### config.mk
export PLATFORM = sky130hd
export DESIGN_NAME = frequency_counter_ctrl
export DESIGN_NICKNAME = d
export VERILOG_FILES = /design/src/rtl/freq_cnt_pkg.sv /design/src/rtl/frequency_counter_ctrl.sv
export SDC_FILE = /design/constraint.sdc
export NUM_CORES = 1
export LEC_CHECK = 0
export CAP_MARGIN = 20
export CORE_AREA = 2 2 39 41
export DETAILED_ROUTE_END_ITERATION = 10
export DIE_AREA = 0 0 41 43
export GPL_ROUTABILITY_DRIVEN = 0
export SYNTH_ARGS = -nofsm -noshare
export SYNTH_HDL_FRONTEND = slang
export SYNTH_SLANG_ARGS = --single-unit
### constraint.sdc
create_clock -name Clk -period 1.7 [get_ports Clk]
set_clock_uncertainty 0.05 [all_clocks]
set_input_delay 0.34 -clock Clk [delete_from_list [all_inputs] [get_ports Clk]]
set_output_delay 0.34 -clock Clk [all_outputs]
set_load 0.03 [all_outputs]
### src/rtl/freq_cnt_pkg.sv
// Shared state codes, range / gate-frequency constants for the frequency counter.
package freq_cnt_pkg;

  localparam int unsigned STATE_W = 3;
  localparam int unsigned RANGE_W = 3;
  localparam int unsigned STD_W   = 2;

  // bit 2 = measuring, bits [1:0] = range index; codes 3 and 7 are unused
  localparam logic [STATE_W-1:0] CLR_R0  = 3'd0;
  localparam logic [STATE_W-1:0] CLR_R1  = 3'd1;
  localparam logic [STATE_W-1:0] CLR_R2  = 3'd2;
  localparam logic [STATE_W-1:0] MEAS_R0 = 3'd4;
  localparam logic [STATE_W-1:0] MEAS_R1 = 3'd5;
  localparam logic [STATE_W-1:0] MEAS_R2 = 3'd6;

  localparam logic [RANGE_W-1:0] RANGE_R0 = 3'b001;
  localparam logic [RANGE_W-1:0] RANGE_R1 = 3'b010;
  localparam logic [RANGE_W-1:0] RANGE_R2 = 3'b100;

  localparam logic [STD_W-1:0] STD_F0 = 2'b00;
  localparam logic [STD_W-1:0] STD_F1 = 2'b01;
  localparam logic [STD_W-1:0] STD_F2 = 2'b10;

endpackage

### src/rtl/frequency_counter_ctrl.sv
// Auto-ranging controller: steps between three gate ranges on counter
// overflow / under-range flags and pulses a counter clear on each change.
module frequency_counter_ctrl
  import freq_cnt_pkg::*;
(
  input  logic               Clk,
  input  logic               Clear,
  input  logic               Cntover,
  input  logic               Cntlow,
  output logic               reset,
  output logic [RANGE_W-1:0] range,
  output logic [STD_W-1:0]   std_f_sel
);

  logic [STATE_W-1:0] state;
  logic [STATE_W-1:0] state_nxt;

  // State register; Clear forces the coarse range with the counter cleared.
  always_ff @(posedge Clk or negedge Clear) begin
    if (!Clear) begin
      state <= CLR_R2;
    end else begin
      state <= state_nxt;
    end
  end

  // Next state; flags are ignored while clearing so a 2-cycle flag steps once.
  always_comb begin
    state_nxt = state;
    case (state)
      CLR_R0:  state_nxt = MEAS_R0;
      CLR_R1:  state_nxt = MEAS_R1;
      CLR_R2:  state_nxt = MEAS_R2;
      MEAS_R0: begin
        if (Cntover) state_nxt = CLR_R1;
        else         state_nxt = MEAS_R0;
      end
      MEAS_R1: begin
        if (Cntover)     state_nxt = CLR_R2;
        else if (Cntlow) state_nxt = CLR_R0;
        else             state_nxt = MEAS_R1;
      end
      MEAS_R2: begin
        if (Cntover)     state_nxt = MEAS_R2;
        else if (Cntlow) state_nxt = CLR_R1;
        else             state_nxt = MEAS_R2;
      end
      default: state_nxt = CLR_R2;
    endcase
  end

  // Moore output decode; unused codes look like CLR_R2 until they recover.
  always_comb begin
    reset     = 1'b1;
    range     = RANGE_R2;
    std_f_sel = STD_F2;
    case (state)
      CLR_R0: begin
        reset     = 1'b1;
        range     = RANGE_R0;
        std_f_sel = STD_F0;
      end
      CLR_R1: begin
        reset     = 1'b1;
        range     = RANGE_R1;
        std_f_sel = STD_F1;
      end
      CLR_R2: begin
        reset     = 1'b1;
        range     = RANGE_R2;
        std_f_sel = STD_F2;
      end
      MEAS_R0: begin
        reset     = 1'b0;
        range     = RANGE_R0;
        std_f_sel = STD_F0;
      end
      MEAS_R1: begin
        reset     = 1'b0;
        range     = RANGE_R1;
        std_f_sel = STD_F1;
      end
      MEAS_R2: begin
        reset     = 1'b0;
        range     = RANGE_R2;
        std_f_sel = STD_F2;
      end
      default: begin
        reset     = 1'b1;
        range     = RANGE_R2;
        std_f_sel = STD_F2;
      end
    endcase
  end

endmodule

==> impl.org, run 1 <==
** Outcome
- Run status :: finished clean

** Global route
- Total global-route track usage :: 5.930%
- met4 is the most crowded layer.
- For this run, global-route usage on met1 was measured as 6.452%.
- The first global-routing pass estimated 614 um of wire.
- Via count of the first global-routing pass :: 144
- Overall overflow remaining after global route :: 0
- Met2 layer usage reported by global route :: 6.563%
- Antenna violations before repair :: 0
- In the global route stage, met3 resource usage came out at 3.141%.
- Entering global routing, the biggest net connects 7 pins.

** Drt
- The routed design has 402 um of wire.
- The detailed router placed 189 vias in this run.
- DRT antenna net count :: 0
- After detailed routing, the number of remaining DRC violations is 0.
- Dividing the detail-routed via count by the number of cells gives 3.780.
- Drt first pass iters :: 1
- Routed length per instance :: 8.040 um
- After the first detailed-routing iteration, the DRC count stood at 0.

** Clock network
- Clock-pin slew on the worst setup and hold paths :: 0.04 ns
- The cell sitting at the root of the clock tree is a clkbuf_4.
- The clock reaches the later pin of the worst-skew pair after 0.23 ns.
- The clock net in this run drives a total of 3 sinks.
- CTS built an H-tree with a depth of 1.
- The clock passes through at most 2 buffers.
- Hold_buf cts :: 0
- TritonCTS clock tree :: yes
- Clock tree synthesis inserted a total of 3 buffers.

** Setup path
- Worst setup EP type :: primary output
- STA classifies the critical path startpoint as a flop.
- Critical Path RT :: 1.31 ns
- By startpoint and endpoint, the worst setup path is classified as reg -> out.
- Of all nets on the critical path, the largest fanout is 3.
- STA puts the critical path data arrival time at 1.24 ns.

** Power and ir drop
- The analysis attributes to cell leakage a power of 0.0001525 uW.
- Pwr/cell area :: 2382 nW/um^2
- IR Drop Worst-Case VDD :: 0.3821 mV

** Timing
- Final period demand of the worst path :: 1.632 ns
- Derived from the worst setup path, the maximum achievable clock frequency is 612.9 MHz.
- Final-layout worst hold slack :: 0.2401 ns
- Setup slack on the critical path of the routed design comes to 0.06830 ns.
- The hold violation total from the final report is 0.
- Setup repair after global routing left no endpoint under its margin.
- The final number of max-transition violations came to 0.
- Worst slew pin tran :: 0.2961 ns
- Total of endpoints with negative setup slack in the final report :: 0
- Final TNS setup :: 0 ns
- Measured against its own limit, the worst slew margin works out to 80.34%.
- Tcrit/Tclk final :: 95.98%

** Logic synthesis
- Fraction of the mapped netlist area in adder cells :: 0%
- The number of different library cells used by synthesis comes to 16.
- Sequential cell area fraction in the yosys report :: 41.50%
- Yosys printed 0 warnings.
- Seq cells post-synth :: 3
- Synthesis produced a netlist with a net count of 25.
- After technology mapping, the gate count stands at 21.
- Of the total synthesized cell area, the portion taken by XOR and XNOR cells is 0%.
- The portion of synthesized area spent on multiplexers is 0%.
- Simple logic cell fraction of the synthesized area :: 22.45%
- Post-Synthesis Mean Instance Area :: 8.758 sq um
- Post-synthesis compound-gate area fraction :: 25.85%
- Largest family of logic cells by synthesized area :: compound AO/OA/AOI/OAI gates
- The mapped netlist covers 183.9 sq um.

** Die
- Core region area :: 1384 sq um
- The die covers 1763 sq um.
- Number of top-level pins :: 10
- The initial utilization of the core area, before any placement, comes to 13.29%.
- DIE WIDTH :: 41 um
- The floorplan has 14 rows.
- Height of the chip :: 43 um

** Finish
- Register with the highest flop count :: state
- Largest registers :: state x3
- Flip-flop count of the largest register after layout :: 3
- In the final design database the tool counted 39 nets.
- Of the cells placed in the final design, the portion with a size suffix greater than 1 is 35.29%.
- Total of fill cells in the finished design :: 153
- The repair_antennas step left the layout with diodes totalling 0.
- Area growth from synthesis to layout :: 70.07%

** Placement
- IO buf count :: 9
- OpenSTA, run right after detailed placement, puts the worst setup slack at 0.001559 ns.

** Flow run
- Number of maximum-capacitance constraint violations :: 0

** Worst hold path
- Tightest Hold Check Type :: in -> async
critical path, cell delays in order, from the launching register on:
cell	delay, ns
dfstp_2	0.53
and2b_1	0.20
clkdlybuf4s15_2	0.28
metal layers:
layer  vias to the layer above  routed length [um]
met1                        81                 172
met5                         -                   0
met3                         2                  41
li1                         97                   -
met4                         0                  15
met2                         9                 172
worst paths after layout:
kind / slack, ns / depth (start not counted) / endpoint / startpoint
worst max register to register: 0.51 / 4 / state[2]$_DFF_PN0_ / state[1]$_DFF_PN1_
worst min-delay path: 0.24 / 1 / state[0]$_DFF_PN0_ / Clear
worst max-delay path: 0.07 / 2 / range[1] / state[1]$_DFF_PN1_
worst min register to register: 0.51 / 1 / state[1]$_DFF_PN1_ / state[2]$_DFF_PN0_
max in group asynchronous: 1.14 / 1 / state[1]$_DFF_PN1_ / Clear
min in group Clk: 0.51 / 1 / state[1]$_DFF_PN1_ / state[2]$_DFF_PN0_
synthesized netlist by cell type, drive strengths merged:
cell    instances  area [sq um]
and2b           1         7.510
a21o            1         7.510
and3b           1         8.760
a311oi          1         8.760
a21oi           1         5.000
nor2b           1         6.260
dfrtp           2         50.05
dfstp           1         26.28
o21ai           3         18.76
buf             2         15.01
clkbuf          1         3.750
nand2           3         11.26
nor2            2         7.510
a21boi          1         7.510
what timing repair did:
| item | in CTS | in global routing |
|---|---|---|
| resized for setup | 7 | 1 |
| buffers inserted | 0 | 0 |
| setup endpoints to repair | 4 | 1 |
layout by cell type, fill, tap and decap left out, drive strengths merged, types with 2 or more instances in the layout:
cell type      n
dfrtp          2
clkbuf         5
nor2           2
nand2          3
o21ai          3
dlygate4sd2    2
buf            5
clkdlybuf4s50  3
through the flow:
step	util (%)	power [uW]	instance area, sq um	std cells
floorplan	-	474.7	183.9	21
finish	22.60	745.2	312.8	50
CTS	22.97	761.2	317.8	50
global route	22.60	806.0	312.8	50
global placement	21.16	656.9	292.8	46
detailed placement	21.16	659.1	292.8	46
power breakdown:
group | switching, uW | total (uW) | internal [uW] | leakage, uW
registers | 32.2 | 148 | 115 | 0.0000340
logic | 282 | 474 | 191 | 0.000103
clock network | 36.2 | 124 | 87.9 | 0.0000150
cell families after synthesis:
kind of cell    Yosys count
compound gates            7
flops                     3
simple gates              8
buf+inv                   3
cell type report:
cell class | instances | area [sq um] | area share (%)
Multi-Input combinational cell | 15 | 88.84 | 28.40
Sequential cell | 3 | 76.32 | 24.40
Tap cell | 16 | 20.02 | 6.400
Clock buffer | 4 | 26.28 | 8.400
Timing Repair Buffer | 12 | 101.3 | 32.40
No activity file was read; power rests on OpenSTA's default activity.
==> inputs of run 2 (changes only) <==
Settings changed: GPL_TIMING_DRIVEN set to 1, MAX_ROUTING_LAYER set to met4.
==> run 2 against run 1 <==
Via count fell by 1.6%. Combinational power is essentially flat. Cell area stayed put. Power decreased by 0.19%. Setup slack better by 0.0030 ns. Sequential power about the same. Largest cell class unchanged. Largest power group unchanged. Highest routed layer is now met3.
==> impl.org, run 2 (synthesis gave the netlist of run 1 again) <==
** Outcome
- Run status :: finished clean

** Timing
- The upper clock frequency limit was 614.0 MHz (+0.18%).
- The shortest period the worst path allows was 1.629 ns (-0.002972 ns).
- Headroom to the max-slew limit :: 80.34% (unchanged)
- The actual slew at the worst max-slew pin is 0.2961 ns (-0.0000002384 ns).
- Pins Over Slew Limit :: 0 (unchanged)
- The final cycle utilization of the critical path was 95.81% (-0.17 points).
- Total of endpoints with negative setup slack in the final report :: 0 (unchanged)
- Setup repair after global routing left no endpoint under its margin.
- The final-layout worst hold slack came to 0.2431 ns (+0.002979 ns).
- The hold violation total from the final report came to 0 (unchanged).
- Least setup slack across all paths after layout :: 0.07127 ns (+0.002972 ns)

** Finish
- The area of all placed cells without fillers was 312.8 sq um (unchanged).
- The share of layout cells above drive strength 1 came to 35.29% (unchanged).
- NumNets Final :: 39 (unchanged)
- Most used cells in the layout excluding fill and tap cells :: buf_4, nand2_1, clkbuf_4, clkdlybuf4s50_1
- Ant. Diodes :: 0 (unchanged)
- The utilization after layout came to 22.60% (unchanged).
- The post-route non-filler standard cell count is 50 (unchanged).
- Most common library cell in the layout ignoring fill and taps :: buf_4
- In the final layout, the registers with the most flip-flops are state x3.
- The signed area change from the synthesized netlist to the final layout is 70.07% (unchanged).
- Register with the highest flop count :: state
- Flip-flop count of the largest register after layout :: 3 (unchanged)

** Global route
- Overall overflow remaining after global route :: 0 (unchanged)
- Antenna violations before repair :: 0 (unchanged)
- Via count of the first global-routing pass :: 142 (-1.4%)
- The overall track demand over capacity in global routing came to 6.076% (+0.15 points).
- The wire length of the first global-routing pass was 614 um (unchanged).
- Pin count of the biggest net entering global routing :: 7 (unchanged)

** Power and ir drop
- Switching share of power :: 46.98% (-0.089 points)
- IR Drop Worst-Case VDD :: 0.3823 mV (about the same)
- The areal power density over the cells came to 2378 nW/um^2 (-0.19%).
- The portion of total power attributed to sequential cells was 19.8% (about the same).
- Clk pwr share :: 16.4% (-0.3 points)
- The net switching component of the power came to 349.5 uW (-0.38%).
- Leakage power :: 0.0001525 uW (unchanged)
- Combinational power share :: 63.7% (+0.2 points)
- Design internal power :: 394.3 uW (about the same)

** Die
- The area of the placeable core was 1384 sq um (unchanged).
- DIE WIDTH :: 41 um (unchanged)
- The die area is 1763 sq um (unchanged).
- The number of placement rows is 14 (unchanged).
- Initial Utilization :: 13.29% (unchanged)
- Number of top-level pins :: 10 (unchanged)
- The die height was 43 um (unchanged).

** Setup path
- Worst setup EP type :: primary output
- Slack of the worst reg-to-reg path :: 0.51 ns (about the same)
- Worst setup SP type :: flop
- The largest driver fanout on the critical path is 3 (unchanged).
- Crit path cell chain :: and2b_1 -> clkdlybuf4s15_2
- CP Class :: reg -> out
- Worst path max stage delay :: 0.53 ns (about the same)
- The path depth of the worst reg2reg path came to 4 (unchanged).
- Worst flop-to-flop path endpoint :: state[2]$_DFF_PN0_
- Critical Path RT :: 1.31 ns (about the same)
- Launching point of the worst reg2reg path :: state[1]$_DFF_PN1_
- The data arrival at the endpoint of the critical path came to 1.24 ns (about the same).
- Among all stages on the critical path, the largest delay is contributed by dfstp_2.

** Drt
- Post-detailed-routing wire length :: 402 um (unchanged)
- The detailed-route vias per instance was 3.720 (-1.6%).
- The detailed-route wire length per cell was 8.040 um (unchanged).
- The antenna violation net count after detailed routing is 0 (unchanged).
- The number of remaining DRC errors is 0 (unchanged).
- Total vias in the final route :: 186 (-1.6%)
- Drt first pass iters :: 1 (unchanged)
- The number of DRC violations after detailed-routing iteration 0 came to 0 (unchanged).

** Clock network
- Hold_buf cts :: 0 (unchanged)
- Clock H-tree levels :: 1 (unchanged)
- The clock latency on the worst-skew pair is 0.23 ns (about the same).
- Worst-case clock buffer depth :: 2 (unchanged)
- Clock tree root driver cell :: clkbuf_4
- Clock-pin slew on the worst setup and hold paths :: 0.04 ns (about the same)
- TritonCTS built the clock tree.
- The number of CTS-inserted buffers is 3 (unchanged).
- Number of clock sinks seen by CTS :: 3 (unchanged)
- The number of post-CTS setup repair buffers was 0 (unchanged).

** Flow run
- Number of maximum-capacitance constraint violations :: 0 (unchanged)

** Worst hold path
- The min-delay analysis places its worst path in the category in -> async.

** Placement
- The placement-stage worst setup slack came to 0.001559 ns (unchanged).
- IO buf count :: 9 (unchanged)
- Inst Count DP :: 46 (unchanged)
- Area after detailed placement :: 292.8 sq um (unchanged)
-- run 2: cell counts in the layout (fill, tap and decap cells not counted) --
No cell type changed its count.
-- run 2: power by group through the flow --
stage | registers, uW | logic (uW) | clock network (uW)
after floorplan | 159 | 315 | 0
after CTS | 147 | 484 | 130
after global routing | 153 | 515 | 139
final | 148 | 474 | 122
after global placement | 146 | 511 | 0
after detailed placement | 147 | 512 | 0
-- run 2: timing repair --
item                                    4_1_cts  5_1_grt
pin swaps                                     0        0
cloned                                        0        0
endpoints found under the setup margin        4        1
resized for setup                             7        1
hold endpoints to repair                      0        0
-- run 2: per-stage QoR --
step	TNS, ns	power, uW
final	0	743.8
after floorplan	0	474.7
after global routing	0	806.0
after detailed placement	0	659.1
after global placement	0	656.9
after CTS	-0.001470	761.2
-- run 2: critical path, delay by kind of cell, from the launching register on --
kind / cells / cell delay, ns
flip-flops: 1 / 0.53
buffers and inverters: 1 / 0.28
AND/OR/NAND/NOR: 1 / 0.20
-- run 2: layout make-up --
class | instances | area, sq um
sequential | 3 | 76.32
multi-input combinational | 15 | 88.84
fill | 153 | 1071
timing repair buffer | 12 | 101.3
tap | 16 | 20.02
clock buffer | 4 | 26.28
-- run 2: how the worst max path moves through the flow --
| stage | startpoint | endpoint | slack [ns] | cells past startpoint |
|---|---|---|---|---|
| after floorplan | state[1]$_DFF_PN1_ | std_f_sel[1] | 0.19 | 2 |
| after global placement | state[1]$_DFF_PN1_ | std_f_sel[0] | 0.02 | 2 |
| after detailed placement | state[1]$_DFF_PN1_ | range[1] | 0.002 | 2 |
| after CTS | state[1]$_DFF_PN1_ | std_f_sel[0] | -0.001 | 2 |
| after global routing | state[1]$_DFF_PN1_ | range[1] | 0.01 | 2 |
| final | state[1]$_DFF_PN1_ | range[1] | 0.07 | 2 |
-- run 2: routing by layer --
| metal | wire length [um] | track usage, % |
|---|---|---|
| met1 | 177 | 6.452 |
| met2 | 188 | 6.563 |
| met5 | 0 | - |
| met3 | 35 | 3.141 |
| met4 | 0 | 8.000 |
==> inputs of run 3 (changes only) <==
Settings changed: ABC_CLOCK_PERIOD_IN_PS set to 1700.
==> results of run 3 <==
Same layout as run 2: the final DEF is identical, and so are final timing and power.
==> RTL edit 1, RTL diff (config.mk and constraints of run 2) <==
Change the package constant `STD_W` from 2 to 4.
--- a/src/rtl/freq_cnt_pkg.sv
+++ b/src/rtl/freq_cnt_pkg.sv
@@ -3,7 +3,7 @@
 
   localparam int unsigned STATE_W = 3;
   localparam int unsigned RANGE_W = 3;
-  localparam int unsigned STD_W   = 2;
+  localparam int unsigned STD_W   = 4;
 
   // bit 2 = measuring, bits [1:0] = range index; codes 3 and 7 are unused
   localparam logic [STATE_W-1:0] CLR_R0  = 3'd0;
Ports: changed (resized std_f_sel); port bits go from 10 to 12. The function was not compared with the original's and may differ.
==> RTL edit 1 against run 2 <==
  * Setup slack worse by 0.0022 ns
  * Utilization is 1.1 points higher
  * Sequential cell count stayed put
  * Total power is 3.5% higher
  * Cell area is 4.8% higher
  * Count of clock-buffer cells in the layout stayed put
  * Routed wire length is 6.0% higher
  * Synthesized area is 10% higher
  * Global-route usage is 0.097 points lower
  * Largest power group unchanged
==> RTL edit 1: results <==
[finish]
seqAreaFraction_pct = 23.3
n_multi_input_combinational_cell = 17
num-fill-cells = 160
top_regs = state x3
area_share_nonclk_buffers_pct = 33.2
design.final.nets = 42
sequential_cell_total = 3
fraction_of_area_in_multi_input_gates_pct = 29.4
buffers = 13
drive_above_1_share_pct = 35.1
area_share_clock_buf_inv_pct = 8.02

[worst_setup_path]
worstPathMaxFanout = 3
crit_slowest_cell = sky130_fd_sc_hd__dfstp_2

[power_and_ir_drop]
swShare_pct = 46.9
p_leak_uw = 0.000164
total_power_uw = 769
irDropWorstVdd_uv = 475

[routing]
dr_wl_met2_um = 191
route.detailed.vias_per_inst = 3.87
wirelength_met1_um = 185
maxUsedRoutingLayer = met4
met3RoutedLength_um = 35
via_total_after_detailed_routing = 205
routedWlPerCell_um = 8.04

[placement]
dp.cells = 49
detailed_place.area_um2 = 308

[global_routing]
grt_pass1_vias = 159
track_usage_pct = 5.98

[synth]
synthCells = 24
post_synthesis_instance_area_um2 = 203
post_synth_num_cell_types = 17
ys_top_cells_by_count = sky130_fd_sc_hd__buf_4 (4), sky130_fd_sc_hd__nand2_1 (3), sky130_fd_sc_hd__dfrtp_1 (2), sky130_fd_sc_hd__nor2_1 (2)
seq_area_frac_synth_pct = 37.7
netlist_top_cells_area = sky130_fd_sc_hd__dfrtp_1 (25%), sky130_fd_sc_hd__buf_4 (15%), sky130_fd_sc_hd__dfstp_2 (13%), sky130_fd_sc_hd__nand2_1 (5.6%), sky130_fd_sc_hd__a311oi_1 (4.3%)

[min_path]
worstHoldPathType = input port to async pin

[status]
status = completed

[clock_network]
root_buffer = sky130_fd_sc_hd__clkbuf_4
-- RTL edit 1: changes by cell type after synthesis --
cell	delta
sky130_fd_sc_hd__conb_1	+1
sky130_fd_sc_hd__buf_4	+2
-- RTL edit 1: path summary, 6_finish.rpt --
kind / cells past startpoint / slack, ns / startpoint / to
worst max-delay path: 2 / 0.07 / state[1]$_DFF_PN1_ / std_f_sel[1]
worst min-delay path: 1 / 0.24 / Clear / state[2]$_DFF_PN0_
worst max register to register: 4 / 0.51 / state[1]$_DFF_PN1_ / state[2]$_DFF_PN0_
worst min register to register: 1 / 0.50 / state[2]$_DFF_PN0_ / state[1]$_DFF_PN1_
max in group asynchronous: 1 / 1.14 / Clear / state[1]$_DFF_PN1_
min in group Clk: 1 / 0.50 / state[2]$_DFF_PN0_ / state[1]$_DFF_PN1_
-- RTL edit 1: logic make-up (layout without fill, tap and decap cells) --
| group | count (synthesis) | count (layout) | share of synthesized area (%) |
|---|---|---|---|
| simple gates | 8 | 8 | 20.4 |
| flops | 3 | 3 | 37.7 |
| other cells | 1 | 2 | 1.85 |
| buf+inv | 5 | 17 | 16.7 |
| compound gates | 7 | 7 | 23.5 |
-- RTL edit 1: routing by layer --
layer | GRT usage, % | up-vias
met3 | 3.14 | 2
met4 | 8.00 | 0
li1 | - | 102
met1 | 6.80 | 91
met5 | - | -
met2 | 5.94 | 10
-- RTL edit 1: stage by stage --
stage	worst slack, ns	hold WS [ns]	utilization (%)
5_1_grt	0.00683	0.236	23.7
4_1_cts	-0.000103	0.238	24.1
2_1_floorplan	0.195	-0.00559	-
3_5_place_dp	-0.000184	0.485	22.2
3_3_place_gp	0.0218	0.488	22.2
6_report	0.0691	0.241	23.7
==> RTL edit 2, RTL diff (settings of run 2) <==
Made on the original files. Register the inputs `Cntover` and `Cntlow` before use. The logic sees them one clock later.
--- a/src/rtl/frequency_counter_ctrl.sv
+++ b/src/rtl/frequency_counter_ctrl.sv
@@ -11,6 +11,14 @@
   output logic [RANGE_W-1:0] range,
   output logic [STD_W-1:0]   std_f_sel
 );
+
+  logic Cntover_q;
+  logic Cntlow_q;
+
+  always_ff @(posedge Clk) begin
+    Cntover_q <= Cntover;
+    Cntlow_q  <= Cntlow;
+  end
 
   logic [STATE_W-1:0] state;
   logic [STATE_W-1:0] state_nxt;
@@ -32,17 +40,17 @@
       CLR_R1:  state_nxt = MEAS_R1;
       CLR_R2:  state_nxt = MEAS_R2;
       MEAS_R0: begin
-        if (Cntover) state_nxt = CLR_R1;
+        if (Cntover_q) state_nxt = CLR_R1;
         else         state_nxt = MEAS_R0;
       end
       MEAS_R1: begin
-        if (Cntover)     state_nxt = CLR_R2;
-        else if (Cntlow) state_nxt = CLR_R0;
+        if (Cntover_q)     state_nxt = CLR_R2;
+        else if (Cntlow_q) state_nxt = CLR_R0;
         else             state_nxt = MEAS_R1;
       end
       MEAS_R2: begin
-        if (Cntover)     state_nxt = MEAS_R2;
-        else if (Cntlow) state_nxt = CLR_R1;
+        if (Cntover_q)     state_nxt = MEAS_R2;
+        else if (Cntlow_q) state_nxt = CLR_R1;
         else             state_nxt = MEAS_R2;
       end
       default: state_nxt = CLR_R2;
Function: changed (a bounded check fails within 4 cycles, from zero or initial values).
==> RTL edit 2 against run 2 <==
  * Count of clock-buffer cells in the layout did not move
  * Routed wire length increased by 24%
  * Register-to-register slack lost 0.04 ns
  * Sequential cell count is 2 higher
  * Synthesized area increased by 48%
  * Via count is 20% higher
  * Fmax rose by 1.7%
  * Sequential share of layout area rose by 6.2 points
  * Die area stayed put
  * Setup slack better by 0.028 ns
  * Synthesized cell count up 29%
  * Total power increased by 7.5%
  * Cell area is 22% higher
==> RTL edit 2: results <==
[routing]
wirelength_met1_um = 230
via_total_after_detailed_routing = 223
drtPass1Iterations = 2
maxUsedRoutingLayer = met4
routedWlPerCell_um = 9.20
route.detailed.vias_per_inst = 4.13
drt-initial-drc-count = 5
met3RoutedLength_um = 48
dr_wl_met2_um = 205

[synth]
post_synth_num_cell_types = 18
seq_area_frac_synth_pct = 42.9
yosysWarningCount = 0
synth-compound-area-share_pct = 14.3
synth_nets = 31
async_flop_share_pct = 60.0
netlist_top_cells_area = sky130_fd_sc_hd__dfrtp_1 (18%), sky130_fd_sc_hd__dfxtp_1 (15%), sky130_fd_sc_hd__dfstp_2 (9.7%), sky130_fd_sc_hd__a21oi_1 (5.5%), sky130_fd_sc_hd__buf_4 (5.5%)
ys_seq_elements = 5
synth_area_per_cell_um2 = 10.1
synthMostInstantiatedCell = sky130_fd_sc_hd__a21oi_1
synth_ff_type = sky130_fd_sc_hd__dfxtp_1

[global_routing]
grt_pass1_vias = 196
grt_pass1_wl_um = 821
global_route_met1_utilization_pct = 10.1
maximum_number_of_pins_on_one_net_before_global_route_repair = 9
track_usage_pct = 7.84
gr-usage-met2_pct = 7.50

[worst_setup_path]
timing.reg2reg.worst_path_depth = 4
worst-endpoint-arrival_ns = 1.21
crit_path_end = reset
critical_path_class = flop to output port
worstPathMaxFanout = 8
regToRegSetupSlack_ns = 0.47

[sta]
period_needed_ns = 1.60
final.hold.worst_slack_ns = 0.240
worstMarginPinSlew_ns = 0.296

[clock_network]
cts_setup_buffers = 0
clk_latency_ns = 0.24
ctsResizeCount = 2
clk_pin_slew_worst_paths_ns = 0.04

[placement]
dpl_worst_slack_ns = 0.112
detailed_place.area_um2 = 357
dp.cells = 50

[finish]
top_regs = state x3, Cntlow_q x1, Cntover_q x1
largest-register = state
num-fill-cells = 153
drive_above_1_share_pct = 36.8
area_delta_synth_final_pct = 40.1
design.final.nets = 43
n_diodes = 0

[status]
status = completed

[power_and_ir_drop]
irDropWorstVdd_uv = 554
p_switching_uw = 354
p_leak_uw = 0.000163
## RTL edit 2: layout make-up
cell class / count / area share (%)
multi-input cells: 18 / 32.9
repair buffers: 11 / 24.3
clock buffers: 4 / 6.91
flip-flops and latches: 5 / 30.6
well taps: 16 / 5.26
## RTL edit 2: power groups by stage
| stage | sequential, uW | combinational (uW) | clock, uW |
|---|---|---|---|
| 3_3_place_gp | 203 | 480 | 0 |
| 3_5_place_dp | 205 | 485 | 0 |
| 5_1_grt | 207 | 499 | 154 |
| 6_report | 202 | 463 | 134 |
| 4_1_cts | 202 | 467 | 144 |
| 2_1_floorplan | 203 | 354 | 0 |
## RTL edit 2: worst register-to-register path: cells and delay by family (launching register included)
kind | cells | cell delay (ns)
DFF | 1 | 0.54
AOI/OAI and AO/OA | 1 | 0.07
buffers and inverters | 1 | 0.15
and+or+nand+nor | 2 | 0.31
